$ cat src/rtl/mult_sched_pkg.sv
// Shared types and helpers for the round-robin multiplier scheduler.
package mult_sched_pkg;

  typedef enum logic [1:0] {
    StIdle,
    StRun,
    StFin
  } state_e;

  // Index width that never collapses to zero bits for tiny counts.
  function automatic int unsigned idx_w(input int unsigned n);
    return (n > 1) ? $clog2(n) : 1;
  endfunction

endpackage

$ cat src/rtl/shift_add_core.sv
// Sequential unsigned shift-add multiplier: one partial product per step, W steps per op.
module shift_add_core
  import mult_sched_pkg::*;
#(
  parameter int unsigned W  = 8,
  parameter int unsigned CW = idx_w(W)
) (
  input  logic           clk,
  input  logic           rst,
  input  logic           load,
  input  logic           step,
  input  logic [W-1:0]   a,
  input  logic [W-1:0]   b,
  output logic           last_step,
  output logic [2*W-1:0] result
);

  logic [2*W-1:0] mcand_q;
  logic [2*W-1:0] acc_q;
  logic [2*W-1:0] acc_nxt;
  logic [W-1:0]   mplier_q;
  logic [CW-1:0]  cnt_q;

  always_comb begin
    acc_nxt = acc_q;
    if (mplier_q[0]) begin
      acc_nxt = acc_q + mcand_q;
    end
  end

  // Accumulator value after the step currently being executed.
  assign result    = acc_nxt;
  assign last_step = (cnt_q == CW'(W - 1));

  always_ff @(posedge clk or posedge rst) begin
    if (rst) begin
      mcand_q  <= '0;
      mplier_q <= '0;
      acc_q    <= '0;
      cnt_q    <= '0;
    end else if (load) begin
      mcand_q  <= {{W{1'b0}}, a};
      mplier_q <= b;
      acc_q    <= '0;
      cnt_q    <= '0;
    end else if (step) begin
      acc_q    <= acc_nxt;
      mcand_q  <= mcand_q << 1;
      mplier_q <= mplier_q >> 1;
      cnt_q    <= cnt_q + CW'(1);
    end
  end

endmodule

$ cat src/rtl/mult_sched.sv
// Round-robin arbiter sharing one shift-add multiplier among NREQ requesters.
module mult_sched
  import mult_sched_pkg::*;
#(
  parameter int unsigned NREQ = 4,
  parameter int unsigned W    = 8,
  parameter int unsigned IDW  = idx_w(NREQ)
) (
  input  logic              clk,
  input  logic              rst,
  input  logic [NREQ-1:0]   req,
  input  logic [NREQ*W-1:0] a_in,
  input  logic [NREQ*W-1:0] b_in,
  output logic [NREQ-1:0]   grant,
  output logic              busy,
  output logic              done,
  output logic [IDW-1:0]    done_id,
  output logic [2*W-1:0]    product
);

  state_e state_q, state_d;

  logic [IDW-1:0]  last_q, last_d;
  logic [IDW-1:0]  cur_q, cur_d;
  logic [NREQ-1:0] grant_q, grant_d;
  logic            busy_q, busy_d;
  logic            done_q, done_d;
  logic [IDW-1:0]  done_id_q, done_id_d;
  logic [2*W-1:0]  product_q, product_d;

  logic [IDW-1:0]  pick;
  logic            core_load;
  logic            core_step;
  logic            core_last;
  logic [2*W-1:0]  core_result;
  logic [W-1:0]    a_sel;
  logic [W-1:0]    b_sel;

  // Rotating priority: search starts just after the last winner and wraps.
  always_comb begin
    int unsigned j;
    logic        found;
    pick  = '0;
    found = 1'b0;
    j     = 0;
    for (int unsigned k = 1; k <= NREQ; k++) begin
      j = k + {{(32 - IDW){1'b0}}, last_q};
      if (j >= NREQ) begin
        j = j - NREQ;
      end
      if (!found && req[j]) begin
        found = 1'b1;
        pick  = IDW'(j);
      end
    end
  end

  assign a_sel = a_in[pick*W +: W];
  assign b_sel = b_in[pick*W +: W];

  shift_add_core #(
    .W (W)
  ) u_core (
    .clk       (clk),
    .rst       (rst),
    .load      (core_load),
    .step      (core_step),
    .a         (a_sel),
    .b         (b_sel),
    .last_step (core_last),
    .result    (core_result)
  );

  always_comb begin
    state_d   = state_q;
    last_d    = last_q;
    cur_d     = cur_q;
    grant_d   = '0;
    busy_d    = 1'b0;
    done_d    = 1'b0;
    done_id_d = done_id_q;
    product_d = product_q;
    core_load = 1'b0;
    core_step = 1'b0;
    case (state_q)
      StIdle: begin
        if (|req) begin
          state_d   = StRun;
          core_load = 1'b1;
          grant_d   = NREQ'(1) << pick;
          last_d    = pick;
          cur_d     = pick;
          busy_d    = 1'b1;
        end
      end
      StRun: begin
        core_step = 1'b1;
        if (core_last) begin
          state_d   = StFin;
          done_d    = 1'b1;
          product_d = core_result;
          done_id_d = cur_q;
        end else begin
          busy_d = 1'b1;
        end
      end
      StFin: begin
        state_d = StIdle;
      end
      default: begin
        state_d = StIdle;
      end
    endcase
  end

  always_ff @(posedge clk or posedge rst) begin
    if (rst) begin
      state_q   <= StIdle;
      last_q    <= IDW'(NREQ - 1);
      cur_q     <= '0;
      grant_q   <= '0;
      busy_q    <= 1'b0;
      done_q    <= 1'b0;
      done_id_q <= '0;
      product_q <= '0;
    end else begin
      state_q   <= state_d;
      last_q    <= last_d;
      cur_q     <= cur_d;
      grant_q   <= grant_d;
      busy_q    <= busy_d;
      done_q    <= done_d;
      done_id_q <= done_id_d;
      product_q <= product_d;
    end
  end

  assign grant   = grant_q;
  assign busy    = busy_q;
  assign done    = done_q;
  assign done_id = done_id_q;
  assign product = product_q;

endmodule

$ cat config.mk
export PLATFORM = sky130hd
export DESIGN_NAME = mult_sched
export DESIGN_NICKNAME = d
export VERILOG_FILES = /design/src/rtl/mult_sched_pkg.sv /design/src/rtl/shift_add_core.sv /design/src/rtl/mult_sched.sv
export SDC_FILE = /design/constraint.sdc
export NUM_CORES = 1
export LEC_CHECK = 0
export CORE_ASPECT_RATIO = 1.1
export CORE_MARGIN = 2
export CORE_UTILIZATION = 53
export CTS_BUF_LIST = sky130_fd_sc_hd__clkbuf_4
export CTS_CLUSTER_SIZE = 20
export DETAILED_ROUTE_END_ITERATION = 8
export HOLD_SLACK_MARGIN = 0.02
export PLACE_DENSITY = 0.85
export SLEW_MARGIN = 0
export SYNTH_ARGS = -nofsm -noshare
export SYNTH_HDL_FRONTEND = slang
export SYNTH_SLANG_ARGS = --single-unit
$ cat constraint.sdc
create_clock -name clk -period 3.03 [get_ports clk]
set_input_delay 0.606 -clock clk [delete_from_list [all_inputs] [get_ports clk]]
set_output_delay 0.606 -clock clk [all_outputs]
set_load 0.02 [all_outputs]
Word level (Yosys, flattened, before mapping)
Cells that the tools add are included.
{"block": "op_classes", "addsub": 10, "order_cmp": 8, "eq_ne": 4, "shifts": 3, "n_mux": 40, "n_reduce_logical": 12}
{"operator": "32-bit by 3-bit less-than comparator with 1-bit output, second input constant", "n": 4}
{"operator": "32-bit 2-to-1 mux", "n": 4}
{"operator": "16-bit 2-to-1 mux", "n": 5}
{"operator": "32-bit by 6-bit indexed part select with 8-bit output", "n": 2}
{"operator": "16-bit adder", "n": 1}
{"operator": "8-bit 2-to-1 mux", "n": 2}
{"operator": "1-bit 2-to-1 mux", "n": 13}
{"operator": "2-bit 2-to-1 mux", "n": 6}
{"operator": "3-bit by 3-bit subtractor with 4-bit output, second input constant", "n": 3}
{"operator": "3-bit >= comparator, second input constant", "n": 3}
{"operator": "1-bit binary-select mux with 2-bit select", "n": 4}
{"operator": "4-bit 2-to-1 mux", "n": 2}
{"operator": "2-bit by 2-bit adder with 3-bit output, first input constant", "n": 2}
{"operator": "3-bit 2-to-1 mux", "n": 2}
{"operator": "2-bit AND reduction", "n": 3}
{"operator": "4-bit by 3-bit subtractor with 5-bit output, second input constant", "n": 1}
{"operator": "3-bit by 2-bit adder with 4-bit output, first input constant", "n": 1}
{"operator": "4-bit by 3-bit >= comparator with 1-bit output, second input constant", "n": 1}
{"operator": "2-bit != test, second input constant", "n": 2}
{"operator": "2-bit case mux with 2 select lines", "n": 1}
{"operator": "4-bit OR reduction", "n": 1}
{"operator": "1-bit by 2-bit << shifter with 4-bit output, first input constant", "n": 1}
{"operator": "1-bit by 2-bit adder with 3-bit output, first input constant", "n": 1}
{"operator": "3-bit by 1-bit adder with 3-bit output, second input constant", "n": 1}
{"operator": "other kinds (7)", "n": 11}
{"block": "word_totals", "reg_bits": 73, "output_inout_bits": 24, "wordCells": 89}

Longest topological paths before layout
{"block": "logic_depth", "word_depth": 18, "depth_mapped": 9}

Cells and area by module
From an unflattened synthesis, not the netlist that was laid out.
{"block": "unflattened", "cells_unflattened": 464, "area_unflattened_um2": 4634.4}
{"module": "shift_add_core", "instances": 1, "cells_each": 326, "area_each_um2": 2921.6, "seq_area_each_um2": 1076.0}
{"module": "mult_sched", "instances": 1, "cells_each": 138, "area_each_um2": 1712.9, "seq_area_each_um2": 753.2}

Least setup slack after synthesis
OpenSTA, ideal clock, no wires.
{"block": "synth_path", "path_kind": "flip-flop to flip-flop", "startpoint": "register u_core.acc_q[0]", "endpoint": "register product_q[14], in the netlist product[14]", "setup_time_ns": 0.065, "t_arrival_ns": 2.181, "path_slack_ns": 0.783, "stages_incl_launch_ff": 9, "path_buffers": 0, "synth_period_minus_slack_ns": 2.247, "cell_sequence": "dfrtp_1 ha_1 fa_1 a21oi_1 o21ai_1 a31o_2 a31oi_1 mux2_2 nand2_1"}
{"block": "synth_between", "elab_chain_cells": 2}
{"item": "start, declared", "line_no": "shift_add_core.sv:19", "text": "logic [2*W-1:0] acc_q;"}
{"item": "start signal, assigned", "line_no": "shift_add_core.sv:47", "text": "acc_q <= acc_nxt;"}
{"item": "16-bit adder", "line_no": "shift_add_core.sv:27", "text": "acc_nxt = acc_q + mcand_q;"}
{"item": "16-bit 2-to-1 mux", "line_no": "shift_add_core.sv:26", "text": "if (mplier_q[0]) begin"}
{"item": "end signal, assigned", "line_no": "mult_sched.sv:134", "text": "product_q <= product_d;"}
{"item": "end, declared", "line_no": "mult_sched.sv:29", "text": "logic [2*W-1:0] product_q, product_d;"}
Every way passes these cells.
A chain may end at the register's enable or synchronous reset.

Worst setup path after layout
{"block": "layout_path", "startpoint": "register u_core.mcand_q[0]", "endpoint": "register product_q[14], in the netlist product[14]"}
{"block": "layout_between", "elab_chain_cells": 2}
{"item": "start, declared", "line_no": "shift_add_core.sv:18", "text": "logic [2*W-1:0] mcand_q;"}
{"item": "start signal, assigned", "line_no": "shift_add_core.sv:42", "text": "mcand_q <= {{W{1'b0}}, a};"}
{"item": "start signal, assigned", "line_no": "shift_add_core.sv:48", "text": "mcand_q <= mcand_q << 1;"}
{"item": "16-bit adder", "line_no": "shift_add_core.sv:27"}
{"item": "16-bit 2-to-1 mux", "line_no": "shift_add_core.sv:26"}
Every way passes these cells.

==> out/qor.log <==
qor: setup_path.cp-end-kind flop
qor: setup_path.crit_path_cells ha_1 -> fa_1 -> a21oi_1 -> o21ai_1 -> a31o_2 -> a31oi_1 -> mux2_2 -> nand2_1
qor: sta.post-route-worst-setup-slack 0.384 ns
qor: global_routing.first_pass_grt_wire_length 17800 um
qor: cells_and_area.multi_input_comb_area 2390 um2
qor: logic_synthesis.synthFlopType dfrtp_1
qor: setup_path.critPathMaxStageDelay 0.44 ns
qor: logic_synthesis.synth_fp_nets 561
qor: route.ant_nets 0
qor: cells_and_area.layout.cells.most_common clkdlybuf4s50_1
qor: setup_path.worstSetupEndpoint product[14]
qor: sta.fin_hold_ws 0.488 ns
qor: logic_synthesis.synth_area 4380 um2
qor: clocking.worst_setup_hold_path_clk_slew 0.12 ns
qor: floorplan.ioPinCount 94
qor: min_path.min_path_type flop to flop
qor: logic_synthesis.synth_async_sr_flop_share 100%
qor: logic_synthesis.flip_flop_and_latch_count_after_synthesis 73
qor: global_routing.grt_remaining_overflow 0
qor: clocking.postCtsHoldBufs 0
qor: setup_path.r2r_slack 0.38 ns
qor: floorplan.chipWidth 90.7 um
qor: sta.setup-tns-final 0 ns
qor: cells_and_area.antenna_cells_inserted 0
qor: route.drt-wirelength-per-cell 15.2 um
qor: logic_synthesis.synth_top_area_share 40.5%
qor: placed_design.dpl.hpwl 7530 um
qor: sta.rsz0062_at_grt no
qor: logic_synthesis.yosys-top-cells-area dfrtp_1 (41%), nand2_1 (6.3%), mux2i_1 (5.5%)
qor: placed_design.preCtsSetupSlack 0.269 ns
qor: job.max-cap-violations 0
qor: floorplan.die_h 99.4 um
qor: logic_synthesis.synth_enable_flop_cells 0
qor: route.drt-pass1-iter-count 5
qor: route.detail_route.iter0.violations 191
qor: power_and_ir_drop.total_power 5.33 mW
qor: sta.timing_worst_slew_pin_value 0.679 ns
qor: setup_path.worstSetupStartpoint u_core.mcand_q[0]
qor: clocking.cts_max_path_buffers 2
qor: route.wl 10200 um
qor: floorplan.die-area 9010 um2
qor: cells_and_area.post_layout_utilization_of_the_core 70.1%
qor: cells_and_area.ff_latch_area 1830 um2
qor: setup_path.crit_type flop to flop
qor: logic_synthesis.gate_count_post_synth 473
qor: cells_and_area.synthToLayoutAreaGrowth 27.2%
qor: clocking.num_cts_buffers 9
qor: global_routing.largest_net_degree_at_the_start_of_global_routing 46
qor: setup_path.worst-endpoint-required 3.40 ns
qor: global_routing.vias_in_the_first_global_route 3829
qor: cells_and_area.filler_cell_count 623
qor: clocking.cts.repair.resized 0
qor: clocking.clock_sinks 73
qor: power_and_ir_drop.p_leak 2.46 nW
qor: placed_design.routability_congestion_estimate 0.941
qor: logic_synthesis.syn_area_per_cell 9.26 um2
qor: setup_path.regToRegEndpoint product[14]
qor: floorplan.floorplan.rows 34
qor: cells_and_area.highest_count_cells_in_the_layout_ignoring_fill_and_taps clkdlybuf4s50_1 (93), nand2_1 (74), dfrtp_1 (71)
qor: global_routing.globalRouteTotalUtil 24.4%
qor: cells_and_area.instances_no_fill 670
qor: sta.slew-limit-headroom 54.6%
qor: clocking.cts_tree done
qor: placed_design.port_buffers 93
qor: setup_path.r2r_start u_core.mcand_q[0]
qor: floorplan.start_util 55.1%
qor: route.vias 3815
qor: run_status.outcome completed
qor: placed_design.post-place-cells 654
qor: setup_path.rr_worst_depth 8
qor: clocking.worst_skew_pair.late_latency 0.42 ns
qor: sta.report.final.setup_viol 0
qor: clocking.postCtsSetupRepairBufs 0
qor: logic_synthesis.yosys_warnings 0
qor: sta.final_period_minus_worst_setup_slack 2.65 ns
qor: placed_design.postPlaceCellArea 5420 um2
qor: logic_synthesis.yosysSeqAreaShare 41.7%
qor: sta.report.final.hold_viol_count 0
qor: clocking.cts-htree-levels 3
qor: setup_path.timing.critical_path.from_type flop
qor: clocking.cts_root_buf clkbuf_4
qor: setup_path.path_max_fanout 3
qor: cells_and_area.post_route_cells_drive_above_1_share 9.43%
qor: power_and_ir_drop.p_per_area 955 nW/um2
qor: sta.timing.clock.skew 0.0111 ns
qor: sta.number_of_max_slew_violations_in_the_final_report 0
qor: global_routing.antenna_violations_before_repair 0
qor: route.post_drt_via_cell_ratio 5.69
qor: floorplan.coreArea 7960 um2
qor: sta.post-route-period-util 87.3%
qor: route.drt_drc_violations_left 0
qor: logic_synthesis.netlist-cell-type-count 60
qor: setup_path.crit_path_top_delay_cell dfrtp_1
qor: cells_and_area.design.final.nets 645
qor: power_and_ir_drop.worst_voltage_drop_across_the_vdd_grid 436 uV
qor: setup_path.worstPathArrival 3.02 ns
qor: cells_and_area.final_design_area_no_fill 5570 um2
qor: sta.maxClockFrequency 0.378 GHz
qor: logic_synthesis.synth_largest_area_cell dfrtp_1
==> synthesized netlist by cell type, drive strengths merged, types with 2 or more instances <==
master	count
a211o	6
a211oi	16
a21o	8
a21oi	28
a221oi	7
a22o	2
a31oi	4
and2	2
and3	5
buf	13
clkbuf	17
dfrtp	71
dfstp	2
ha	17
inv	7
mux2	12
mux2i	24
nand2	74
nand2b	3
nand3	20
nand3b	3
nor2	17
nor2b	10
nor3	3
nor3b	11
o211ai	2
o21ai	56
o21bai	2
xnor2	9
xor2	5
==> state kept, by name, summed over array words and instances (netlist names) <==
register and count:
u_core.mplier_q 8, last_q 2, done_id 2, done 1
u_core.mcand_q 16, grant 4, product 16, u_core.acc_q 16
busy 1, cur_q 2, u_core.cnt_q 3, state_q 2
==> worst min path at each step <==
stage,from,end,depth (start not counted)
4_1_cts,product[7],product[7],1
6_report,product[2],product[2],2
5_1_grt,product[7],product[7],1
3_5_place_dp,done_id[0],done_id[0],2
2_1_floorplan,cur_q[1],done_id[1],2
3_3_place_gp,cur_q[0],done_id[0],2
==> area by class of cell <==
class,instances,share of cell area [%]
Tap cell,108,2.42
Sequential cell,73,32.8
Multi-Input combinational cell,363,43.0
Clock buffer,10,1.35
Inverter,7,0.471
Clock inverter,6,1.48
Timing Repair Buffer,103,18.5
==> metal layers <==
layer  track usage [%]  routed length (um)  share of wire (%)
met1              32.2                4400                 43
met2              39.7                4860                 48
met3              5.23                 711                7.0
met4              9.47                 196                1.9
met5                 0                   0                  0
==> worst max-delay path: cells and delay by family, from the launching register on <==
| family | cells | cell delay (ns) |
|---|---|---|
| flops | 1 | 0.44 |
| simple gates | 1 | 0.05 |
| compound gates | 4 | 1.05 |
| fa+ha+maj | 2 | 0.67 |
| mux | 1 | 0.39 |
==> cell families (layout without fill, tap and decap cells) <==
logic type                 Yosys count  count (layout)  share of synthesized area [%]
muxes                               36              36                           8.65
AOI/OAI and AO/OA                  141             141                           20.7
DFF                                 73              73                           41.7
buffers and inverters               37             126                           3.97
xor gates and xnor gates            14              14                           2.80
and+or+nand+nor                    154             154                           16.8
adders and majority gates           18              18                           5.31
==> power by group <==
group / leakage (nW) / total [mW] / switching, mW / internal [mW]
Combinational: 1.44 / 2.94 / 1.66 / 1.28
Clock: 0.0862 / 0.684 / 0.344 / 0.340
Sequential: 0.931 / 1.70 / 0.315 / 1.38
No activity file was read; power rests on OpenSTA's default activity.
